$ cat src/rtl/gmii_tx_arbiter.sv
// Round-robin arbiter that shares one GMII transmit path between N_REQ frame
// sources. It prepends preamble and SFD, streams the owner's payload, turns a
// payload underrun into an error-marked abort, and enforces the inter-frame gap.
module gmii_tx_arbiter #(
  parameter int N_REQ     = 2,
  parameter int PRE_BYTES = 7,
  parameter int IFG_BYTES = 12
) (
  input  logic                  clk,
  input  logic                  arst,
  input  logic                  gmii_tx_rst,
  input  logic [N_REQ-1:0][7:0] req_dat,
  input  logic [N_REQ-1:0]      req_val,
  input  logic [N_REQ-1:0]      req_lst,
  output logic [N_REQ-1:0]      req_rdy,
  output logic [N_REQ-1:0]      gnt,
  output logic [7:0]            gmii_tx_dat,
  output logic                  gmii_tx_val,
  output logic                  gmii_tx_err,
  output logic                  busy,
  output logic                  underrun
);

  localparam int IDX_W   = $clog2(N_REQ);
  localparam int CNT_MAX = (PRE_BYTES > IFG_BYTES) ? PRE_BYTES : IFG_BYTES;
  localparam int CNT_W   = $clog2(CNT_MAX + 1);

  // The IFG state is entered on the cycle that still shows the last data
  // byte after a normal end, but one cycle after the error byte after an
  // abort; the IDLE cycle that follows supplies the final idle byte.
  localparam int IFG_END_I = (IFG_BYTES > 1) ? IFG_BYTES - 1 : 0;
  localparam int IFG_ABT_I = (IFG_BYTES > 2) ? IFG_BYTES - 2 : 0;

  localparam logic [CNT_W-1:0] PRE_LOAD     = CNT_W'(PRE_BYTES - 1);
  localparam logic [CNT_W-1:0] IFG_LOAD_END = CNT_W'(IFG_END_I);
  localparam logic [CNT_W-1:0] IFG_LOAD_ABT = CNT_W'(IFG_ABT_I);

  localparam logic [7:0] PRE_BYTE = 8'h55;
  localparam logic [7:0] SFD_BYTE = 8'hD5;

  typedef enum logic [2:0] {IDLE, PRE, SFD, DATA, ABORT, IFG} state_t;

  state_t           state, state_n;
  logic [CNT_W-1:0] cnt, cnt_n;
  logic [IDX_W-1:0] last, last_n, pick;
  logic [N_REQ-1:0] gnt_n;

  logic [7:0]       tx_dat_p0;
  logic             tx_vld_p0;
  logic             tx_err_p0;
  logic             und_p0;

  logic             own_val;
  logic             own_lst;
  logic [7:0]       own_dat;
  logic             in_frame;

  // First requester with req_val set, searching from prev+1 upward, modulo N_REQ.
  function automatic logic [IDX_W-1:0] rr_pick(input logic [N_REQ-1:0] val,
                                               input logic [IDX_W-1:0] prev);
    logic [IDX_W-1:0] sel;
    logic             hit;
    int               idx;
    sel = prev;
    hit = 1'b0;
    for (int i = 1; i <= N_REQ; i++) begin
      idx = (int'(prev) + i) % N_REQ;
      if (!hit && val[idx]) begin
        sel = IDX_W'(idx);
        hit = 1'b1;
      end
    end
    return sel;
  endfunction

  function automatic logic [N_REQ-1:0] to_onehot(input logic [IDX_W-1:0] idx);
    logic [N_REQ-1:0] oh;
    oh      = '0;
    oh[idx] = 1'b1;
    return oh;
  endfunction

  // The owner index is the round-robin pointer itself: it is loaded with the winner.
  assign own_val  = req_val[last];
  assign own_lst  = req_lst[last];
  assign own_dat  = req_dat[last];
  assign in_frame = (state == PRE) || (state == SFD) || (state == DATA) || (state == ABORT);
  assign pick     = rr_pick(req_val, last);

  assign req_rdy  = ((state == SFD) || (state == DATA)) ? gnt : '0;
  assign busy     = (state != IDLE);

  // Next state, counters, grant and the byte to launch on the next cycle.
  always_comb begin
    state_n   = state;
    cnt_n     = cnt;
    last_n    = last;
    gnt_n     = gnt;
    tx_dat_p0 = 8'h00;
    tx_vld_p0 = 1'b0;
    tx_err_p0 = 1'b0;
    und_p0    = 1'b0;

    case (state)
      IDLE: begin
        if (!gmii_tx_rst && (|req_val)) begin
          state_n   = PRE;
          last_n    = pick;
          gnt_n     = to_onehot(pick);
          cnt_n     = PRE_LOAD;
          tx_dat_p0 = PRE_BYTE;
          tx_vld_p0 = 1'b1;
        end
      end
      PRE: begin
        tx_vld_p0 = 1'b1;
        if (cnt == '0) begin
          state_n   = SFD;
          tx_dat_p0 = SFD_BYTE;
        end else begin
          cnt_n     = cnt - 1'b1;
          tx_dat_p0 = PRE_BYTE;
        end
      end
      SFD, DATA: begin
        tx_vld_p0 = 1'b1;
        if (!own_val) begin
          state_n   = ABORT;
          tx_err_p0 = 1'b1;
          und_p0    = 1'b1;
        end else begin
          tx_dat_p0 = own_dat;
          if (own_lst) begin
            state_n = IFG;
            gnt_n   = '0;
            cnt_n   = IFG_LOAD_END;
          end else begin
            state_n = DATA;
          end
        end
      end
      ABORT: begin
        state_n = IFG;
        gnt_n   = '0;
        cnt_n   = IFG_LOAD_ABT;
      end
      IFG: begin
        if (cnt == '0) begin
          state_n = IDLE;
        end else begin
          cnt_n = cnt - 1'b1;
        end
      end
      default: begin
        state_n = IDLE;
        gnt_n   = '0;
      end
    endcase

    // Adapter not ready: drop the frame at once, no abort marker, no gap.
    if (gmii_tx_rst && in_frame) begin
      state_n   = IDLE;
      gnt_n     = '0;
      tx_dat_p0 = 8'h00;
      tx_vld_p0 = 1'b0;
      tx_err_p0 = 1'b0;
      und_p0    = 1'b0;
    end
  end

  // State, pointer, grant and registered GMII outputs.
  always_ff @(posedge clk or posedge arst) begin
    if (arst) begin
      state       <= IDLE;
      cnt         <= '0;
      last        <= IDX_W'(N_REQ - 1);
      gnt         <= '0;
      gmii_tx_dat <= 8'h00;
      gmii_tx_val <= 1'b0;
      gmii_tx_err <= 1'b0;
      underrun    <= 1'b0;
    end else begin
      state       <= state_n;
      cnt         <= cnt_n;
      last        <= last_n;
      gnt         <= gnt_n;
      gmii_tx_dat <= tx_dat_p0;
      gmii_tx_val <= tx_vld_p0;
      gmii_tx_err <= tx_err_p0;
      underrun    <= und_p0;
    end
  end

endmodule

$ cat config.mk
export PLATFORM = sky130hd
export DESIGN_NAME = gmii_tx_arbiter
export DESIGN_NICKNAME = d
export VERILOG_FILES = /design/src/rtl/gmii_tx_arbiter.sv
export SDC_FILE = /design/constraint.sdc
export NUM_CORES = 1
export LEC_CHECK = 0
export ABC_AREA = 1
export BUFFER_PORTS_ARGS = -buffer_cell sky130_fd_sc_hd__buf_2
export CORE_UTILIZATION = 45
export DETAILED_ROUTE_END_ITERATION = 16
export GPL_ROUTABILITY_DRIVEN = 0
export HOLD_SLACK_MARGIN = 0.06
export PLACE_DENSITY = 0.73
export SLEW_MARGIN = 20
export SYNTH_ARGS = -nofsm -noshare
export SYNTH_HDL_FRONTEND = slang
export SYNTH_SLANG_ARGS = --single-unit
$ cat constraint.sdc
create_clock -name clk -period 1.63 [get_ports clk]
set_input_delay 0.4075 -clock clk [delete_from_list [all_inputs] [get_ports clk]]
set_output_delay 0.4075 -clock clk [all_outputs]
set_load 0.01 [all_outputs]
==> run_results.csv <==
group,metric,value,unit
outcome,status,"completed",
cts,cts_root_buffer,"clkbuf_4",
hold_path,worstHoldPathType,"input port to async pin",
critical_path,crit_slowest_cell,"dfrtp_2",
cells_and_area,diodes,0,
floorplan,fp.dieH,52.5,um
floorplan,die_x,52.5,um
flow_run,cap_violations,0,
route,dr.pass1.iters,6,
cells_and_area,drive_above_1_share,28.0,%
cts,cts_buffers,3,
floorplan,io_pins,39,
global_route,grt_first_pass_wirelength,4810,um
placed_design,post-place-ws,0.141,ns
cts,holdBufCountCts,0,
critical_path,crit_fanout,6,
cts,path_clk_slew,0.11,ns
yosys,synth_mux_area_share,0,%
timing,timing.setup.tns,0,ns
placed_design,hpwl,2100,um
cells_and_area,nets,240,
timing,worst_slack,0.0615,ns
critical_path,cp-end-kind,"primary output",
cts,clockBufferDepth,2,
cells_and_area,areaGrowthSynthToFinish,28.4,%
critical_path,reg2reg_from,"last$_DFFE_PP1N_",
yosys,synth_seq_cells,20,
power,vdd_drop_max,0.000989,V
global_route,globalRouteOverflowTotal,0,
yosys,synth_cell_types,19,
critical_path,r2r_slack,0.15,ns
yosys,synth_compound_area_share,10.0,%
timing,clock.fmax,638,MHz
placed_design,dpl.cell_count,234,
route,route.vias.total,1212,
critical_path,worstSetupStartpointType,"register",
yosys,yosysWarnings,0,
global_route,groute.usage.overall,23.5,%
yosys,ys_top_cells_by_count,"63 x nand2_1, 23 x nor2_1, 19 x dfrtp_1",
timing,rsz0062_at_grt,"no",
critical_path,slowest_delay,0.45,ns
global_route,grt_max_degree,21,
timing,maxSlewViolCount,0,
yosys,synth_top_family_by_area,"simple AND/OR/NAND/NOR gates",
yosys,synthSimpleGateAreaFrac,36.5,%
yosys,yosys.area.top_type,"dfrtp_1",
critical_path,crit_type,"register to primary output",
timing,setup_viol,0,
yosys,yosysSeqAreaShare,43.7,%
timing,min_period,1.57,ns
floorplan,die-area,0.00276,mm2
floorplan,rows,17,
critical_path,crit_chain,"inv_4 -> nand2_2 -> nor2_1 -> buf_2",
global_route,grt_pass1_vias,1180,
cts,htree_num_levels,1,
power,power_density,1720,mW/mm2
yosys,synth_top_area_share,41.4,%
yosys,synth_nets,192,
route,wire_per_inst,11.3,um
yosys,syn_inst,167,
critical_path,required,1.22,ns
critical_path,crit_start,"state[2]$_DFFE_PP0P_",
route,ant_nets,0,
timing,min_period_over_period,96.2,%
yosys,ys.flop_type,"dfrtp_1",
timing,skew,0.00265,ns
yosys,synth_fa_ha_area_share,2.18,%
timing,worstMarginPinSlew,0.343,ns
critical_path,worstPathArrival,1.16,ns
yosys,async_flop_share,100,%
global_route,antenna_found_initial,0,
floorplan,initial_core_util,49.5,%
route,drt_iter0_drc,31,
cells_and_area,nFillCells,214,
placed_design,numPortBuffers,38,
yosys,synth_most_common_cell,"nand2_1",
timing,max_slew_margin,77.1,%
cts,clock_latency,0.30,ns
power,leakagePower,0.859,nW
yosys,synth_edf_count,0,
critical_path,reg2reg_to,"cnt[3]$_DFFE_PP0P_",
critical_path,ff2ff_path_depth,7,
timing,whs,0.104,ns
cts,cts.sinks,20,
timing,hold_viol,0,
yosys,synth_xor_area_share,0.763,%
yosys,yosys-top-cells-area,"dfrtp_1 41%, nand2_1 21%, nor2_1 7.5%",
yosys,syn_area,0.00115,mm2
route,viasPerCell,5.01,
floorplan,core,0.00232,mm2
route,drc,0,
cells_and_area,final_cells,242,
route,routed_wl,2750,um
yosys,syn_area_per_cell,6.88,um2
cts,cts_tree,"yes",
logic make-up after synthesis:
family	Yosys count
buf+inv	19
xor+xnor	1
compound gates	22
fa+ha+maj	2
flops	20
simple gates	103
worst max-delay path, delay by kind of cell, from the launching register on:
| kind | cells | cell delay (ns) |
|---|---|---|
| DFF | 1 | 0.45 |
| and+or+nand+nor | 2 | 0.19 |
| buffers and inverters | 2 | 0.22 |
repair_timing:
action / CTS / global route
setup endpoints to repair: 2 / 7
resized for setup: 2 / 6
setup buffers: 1 / 3
routing by layer:
layer | routed length (um) | global-route usage [%] | share of wire, %
met5 | 0 | 0 | 0
met4 | 40 | 10.1 | 1.5
met3 | 128 | 2.90 | 4.7
met2 | 1260 | 38.0 | 46
met1 | 1310 | 31.2 | 48
layout by cell type (no fill, tap or decap), drive strengths merged, types with 2 or more instances in the layout:
| cell | netlist | routed |
|---|---|---|
| a21oi | 12 | 12 |
| buf | 2 | 46 |
| clkbuf | 1 | 4 |
| dfrtp | 19 | 19 |
| ha | 2 | 2 |
| inv | 16 | 16 |
| nand2 | 64 | 64 |
| nand3 | 12 | 12 |
| nand4 | 2 | 2 |
| nor2 | 24 | 24 |
| o21ai | 8 | 8 |
layout make-up:
type                       instances  area, um2  share of cell area [%]
timing repair buffer              46        250                    17.0
multi-input combinational        128        588                    39.9
tap                               28       35.0                    2.37
sequential                        20        503                    34.1
inverter                          16       62.6                    4.24
clock buffer                       4       36.3                    2.46
how the worst max path moves through the flow:
stage | to | slack, ns | cells after the start
after global routing | req_rdy[1] | 0.009 | 4
after detailed placement | cnt[3]$_DFFE_PP0P_ | 0.14 | 8
final | req_rdy[1] | 0.06 | 4
after CTS | busy | 0.006 | 3
after floorplan | last$_DFFE_PP1N_ | 0.33 | 6
after global placement | cnt[1]$_DFFE_PP0P_ | 0.16 | 8
stage by stage:
| step | utilization, % | total power, mW | instance area [um2] |
|---|---|---|---|
| floorplan | - | 1.75 | 1150 |
| global placement | 59.7 | 2.13 | 1390 |
| detailed placement | 59.7 | 2.15 | 1390 |
| CTS | 61.8 | 2.46 | 1430 |
| global route | 63.6 | 2.79 | 1480 |
| finish | 63.6 | 2.54 | 1480 |
registers in the layout, indices dropped and copies added, names as in the netlist:
name and count:
cnt 4, gmii_tx_dat 8, gmii_tx_val 1, gnt 2, last 1, state 3, underrun 1
where the power goes:
group	switching, mW	internal [mW]
sequential	0.125	0.689
clock	0.155	0.136
combinational	0.893	0.541
total	1.17	1.37
Power figures use the tool's default switching activity.
